File: config.mk
export PLATFORM = sky130hd
export DESIGN_NAME = pipelined_addsub
export DESIGN_NICKNAME = d
export VERILOG_FILES = /design/src/rtl/pipelined_addsub.sv
export SDC_FILE = /design/constraint.sdc
export NUM_CORES = 1
export LEC_CHECK = 0
export ABC_AREA = 1
export BUFFER_PORTS_ARGS = -buffer_cell sky130_fd_sc_hd__buf_2
export CORE_UTILIZATION = 50
export DETAILED_ROUTE_END_ITERATION = 12
export PLACE_DENSITY = 0.7
export SYNTH_ARGS = -nofsm -noshare
export SYNTH_HDL_FRONTEND = slang
export SYNTH_SLANG_ARGS = --single-unit
export TNS_END_PERCENT = 1
File: constraint.sdc
create_clock -name clk -period 6.07 [get_ports clk]
set_input_delay 0.607 -clock clk [delete_from_list [all_inputs] [get_ports clk]]
set_output_delay 0.607 -clock clk [all_outputs]
set_load 0.005 [all_outputs]
File: src/rtl/pipelined_addsub.sv
// Pipelined WIDTH-bit adder/subtractor with a CHUNK-bit carry segment per stage.
// Valid/ready stream interface with a global stall; reports Cout, Ovf and Zero.
module pipelined_addsub #(
    parameter int WIDTH = 32,
    parameter int CHUNK = 8
) (
    input  logic             clk,
    input  logic             rst,
    input  logic             in_valid,
    output logic             in_ready,
    input  logic [WIDTH-1:0] A,
    input  logic [WIDTH-1:0] B,
    input  logic             Sub,
    output logic             out_valid,
    input  logic             out_ready,
    output logic [WIDTH-1:0] Sum,
    output logic             Cout,
    output logic             Ovf,
    output logic             Zero
);

    localparam int STAGES = WIDTH / CHUNK;

    // Per-stage registers: operands (skew), partial sum (deskew), carry, valid.
    logic [WIDTH-1:0] a_q     [STAGES];
    logic [WIDTH-1:0] b_q     [STAGES];
    logic [WIDTH-1:0] sum_q   [STAGES];
    logic             carry_q [STAGES];
    logic             valid_q [STAGES];
    logic             ovf_q;
    logic             zero_q;

    // Inputs seen by each stage: ports for stage 0, previous register otherwise.
    logic [WIDTH-1:0] a_src_s   [STAGES];
    logic [WIDTH-1:0] b_src_s   [STAGES];
    logic [WIDTH-1:0] sum_src_s [STAGES];
    logic             cin_src_s [STAGES];
    logic             vld_src_s [STAGES];

    logic [CHUNK:0]   chunk_s   [STAGES];
    logic [WIDTH-1:0] sum_d     [STAGES];
    logic             carry_d   [STAGES];
    logic             ovf_d;
    logic             zero_d;
    logic             advance_s;

    assign advance_s = out_ready | ~out_valid;
    assign in_ready  = advance_s;
    assign out_valid = valid_q[STAGES-1];
    assign Sum       = sum_q[STAGES-1];
    assign Cout      = carry_q[STAGES-1];
    assign Ovf       = ovf_q;
    assign Zero      = zero_q;

    // Stage source selection; bubbles enter with zeroed data so idle inputs never leak in.
    always_comb begin
        if (in_valid) begin
            a_src_s[0]   = A;
            b_src_s[0]   = B ^ {WIDTH{Sub}};
            cin_src_s[0] = Sub;
        end else begin
            a_src_s[0]   = {WIDTH{1'b0}};
            b_src_s[0]   = {WIDTH{1'b0}};
            cin_src_s[0] = 1'b0;
        end
        sum_src_s[0] = {WIDTH{1'b0}};
        vld_src_s[0] = in_valid;
        for (int k = 1; k < STAGES; k++) begin
            a_src_s[k]   = a_q[k-1];
            b_src_s[k]   = b_q[k-1];
            sum_src_s[k] = sum_q[k-1];
            cin_src_s[k] = carry_q[k-1];
            vld_src_s[k] = valid_q[k-1];
        end
    end

    // Chunk adders: stage k resolves bits [k*CHUNK +: CHUNK] and forwards its carry.
    always_comb begin
        for (int k = 0; k < STAGES; k++) begin
            chunk_s[k] = {1'b0, a_src_s[k][k*CHUNK +: CHUNK]}
                       + {1'b0, b_src_s[k][k*CHUNK +: CHUNK]}
                       + {{CHUNK{1'b0}}, cin_src_s[k]};
            sum_d[k] = sum_src_s[k];
            sum_d[k][k*CHUNK +: CHUNK] = chunk_s[k][CHUNK-1:0];
            carry_d[k] = chunk_s[k][CHUNK];
        end
        // B here is already inverted for subtraction, so one rule covers add and sub.
        ovf_d  = (a_src_s[STAGES-1][WIDTH-1] == b_src_s[STAGES-1][WIDTH-1])
               & (sum_d[STAGES-1][WIDTH-1] != a_src_s[STAGES-1][WIDTH-1]);
        zero_d = vld_src_s[STAGES-1] & ~(|sum_d[STAGES-1]);
    end

    // Pipeline registers: clear on reset, shift together on advance, otherwise hold.
    always_ff @(posedge clk) begin
        if (rst) begin
            for (int k = 0; k < STAGES; k++) begin
                a_q[k]     <= {WIDTH{1'b0}};
                b_q[k]     <= {WIDTH{1'b0}};
                sum_q[k]   <= {WIDTH{1'b0}};
                carry_q[k] <= 1'b0;
                valid_q[k] <= 1'b0;
            end
            ovf_q  <= 1'b0;
            zero_q <= 1'b0;
        end else if (advance_s) begin
            for (int k = 0; k < STAGES; k++) begin
                a_q[k]     <= a_src_s[k];
                b_q[k]     <= b_src_s[k];
                sum_q[k]   <= sum_d[k];
                carry_q[k] <= carry_d[k];
                valid_q[k] <= vld_src_s[k];
            end
            ovf_q  <= ovf_d;
            zero_q <= zero_d;
        end
    end

endmodule

==> results.ini <==
[floorplan]
rows = 48
start_util = 0.5109
die_height_um = 134.9
coreArea_um2 = 17300
die_w_um = 134.9
die_area_um2 = 18210
ios = 106

[synth]
synth-seq-cells = 186
synth_top_area_cell = edfxtp_1
synth_top_family_by_area = simple AND/OR/NAND/NOR gates
synth_compound_area_frac = 0.04970
synthMuxAreaShare = 0
yosysWarnings = 0
synth_edf_count = 184
synthArstFlopShare = 0
synth_xor_xnor_area_share = 0.02577
synth.area.top_cells = edfxtp_1, nor2_1, inv_1
synth_fa_ha_area_frac = 0.05777
synthTopCellsByCount = edfxtp_1, nor2_1, inv_1
syn-num-nets = 941
syn_area_um2 = 8836
synthCells = 836
synth_cell_types = 32
synth_flop_cell = edfxtp_1
yosysSeqAreaShare = 0.6298
avgSynthCellArea_um2 = 10.57
synth.most_common_cell = edfxtp_1
yosys.area_share.simple = 0.1416
synth.top_cell.area_share = 0.6253

[timing]
worst_pin_slew_ns = 1.002
finalCritPeriodShare = 0.4384
rsz0062_at_grt = no
drv_slew = 0
finalCriticalPeriod_ns = 2.661
setup_viol = 0
clock_skew_ns = 0.006426
hold_viol_final = 0
slew_headroom = 0.3322
tns_ns = 0
fmax_mhz = 375.8

[clock_tree]
htree_num_levels = 4
cts-resized-gates = 0
cts_root_buffer = clkbuf_16
clk_path_buf_depth = 2
clkTransAtPathRegs_ns = 0.07
clock_latency_ns = 0.42
post_cts_buffers = 0
cts_num_sinks = 186
cts_inserted_buffers = 17
cts_hold_buf = 0
cts_tree = yes

[setup_path]
r2r-start = valid_q[0][3]
crit_path_frequent_cell = fa_1
crit_chain = buf_2 -> o21ai_0 -> fa_1 -> inv_1 -> fa_1 -> nand3_1 -> nand2_1 -> nand4_1 -> a21oi_1
ff2ff_path_depth = 6
critPathMaxStageDelay_ns = 0.75
worstSetupPathType = in2reg
cp-end-kind = register
cp-start-kind = primary input
reg2reg_to = sum_q[0][3]
path_max_fanout = 41
r2r_slack_ns = 3.51
cp.required_ns = 6.33
crit_arrival_ns = 2.92
crit_slowest_cell = buf_2

[placed_design]
dp_hpwl_um = 9492
gp_congestion = 0.8210
port_buffers = 105
placed_cell_area_um2 = 9520

[drt]
drt_wl_total_um = 14490
drcViolationCount = 0
drtAntennaViolNets = 0
via_per_inst = 4.749
wl_per_cell_um = 12.32
firstDrtPassIters = 5
drt_iter0_markers = 441
vias = 5585

[finish]
syn_to_final_growth_pct = 13.99
antenna_cells = 0
drive_gt1_frac = 0.1661
fin_area_um2 = 10070
final_nets = 1043
nFillCells = 1489

[global_routing]
grt_pass1_vias = 5117
grt.overflow.total = 0
grt_max_degree = 73
grt_pass1_wl_um = 23910
grtUsageTotal = 0.1705
antenna_found_initial = 0

[hold_path]
hold_start = A[12]
hold_path.class = in2reg
whs_path_depth = 3
hold_end = a_q[0][12]

[run_status]
status = finished, final reports clean

[power]
leakagePower_nw = 4.694
power_w = 0.002796
ir_drop_v = 0.0002160
powerDensity_nw_per_um2 = 277.6

[job]
drv_cap = 0

[worst max-delay path: cells and delay by family]
family	cells	cell delay, ns
AO/OA/AOI/OAI	2	0.43
adder cells (fa/ha/maj)	2	0.69
buffers and inverters	2	0.87
AND/OR/NAND/NOR	3	0.31
[placed cells by master, fill, tap and decap left out, drive strengths merged, types with 2 or more instances in the layout]
cell / synthesis / routed
ha: 28 / 28
buf: 24 / 108
o21ai: 27 / 27
a211oi: 4 / 4
fa: 8 / 8
nor3: 8 / 8
nor2: 182 / 182
dfxtp: 2 / 2
clkinv: 1 / 9
inv: 181 / 185
a21o: 5 / 5
xnor2: 26 / 26
nand3: 29 / 29
nand4: 14 / 14
clkbuf: 1 / 18
a31oi: 3 / 3
nand2: 64 / 64
edfxtp: 184 / 184
a21oi: 42 / 42
[worst max-delay path by stage]
stage / startpoint / endpoint / slack, ns / cells past startpoint
final: Sub / carry_q[0][0] / 3.41 / 9
after global routing: Sub / carry_q[0][0] / 3.24 / 9
after CTS: Sub / carry_q[0][0] / 3.41 / 9
after detailed placement: Sub / carry_q[0][0] / 2.94 / 9
after global placement: Sub / carry_q[0][0] / 2.99 / 9
after floorplan: out_ready / a_q[0][10] / 0.82 / 4
[report_power, final]
group | leakage [nW] | total, W | internal, W | switching [W]
Sequential | 2.23 | 0.00151 | 0.00149 | 0.0000230
Clock | 0.276 | 0.00105 | 0.000568 | 0.000479
Combinational | 2.18 | 0.000241 | 0.0000934 | 0.000147
[through the flow]
step                  util  setup WS [ns]  std cells  hold slack [ns]
CTS                 0.5823          3.411       1176           0.4595
floorplan                -         0.8179        836           0.4633
global route        0.5823          3.235       1176           0.4684
finish              0.5823          3.409       1176           0.4731
detailed placement  0.5504          2.940       1144           0.4876
global placement    0.5504          2.988       1144           0.4623
[cell type report]
cell class / count / area, um^2 / share of cell area
timing repair buffer: 108 / 548.0 / 0.05441
sequential: 186 / 5565 / 0.5525
tap: 225 / 281.5 / 0.02795
inverter: 182 / 684.4 / 0.06795
clock inverter: 14 / 122.6 / 0.01217
clock buffer: 18 / 429.2 / 0.04261
multi-input combinational: 443 / 2441 / 0.2424
[per-layer routing]
| metal | wire [um] | GRT usage | vias up |
|---|---|---|---|
| met5 | 0 | 0 | - |
| met4 | 169 | 0.05056 | 0 |
| met3 | 613 | 0.04092 | 17 |
| met2 | 6937 | 0.2778 | 120 |
| met1 | 6765 | 0.2272 | 2546 |
| li1 | - | - | 2902 |
[state kept, by name, indices dropped and copies added (netlist names)]
signal / cells
valid_q: 4
Zero: 1
sum_q: 80
b_q: 48
a_q: 48
Ovf: 1
carry_q: 4
[logic make-up after synthesis]
family | count (synthesis)
buf+inv | 207
simple gates | 300
flops | 186
xor+xnor | 26
compound gates | 81
fa+ha+maj | 36
No activity file was read; power rests on OpenSTA's default activity.
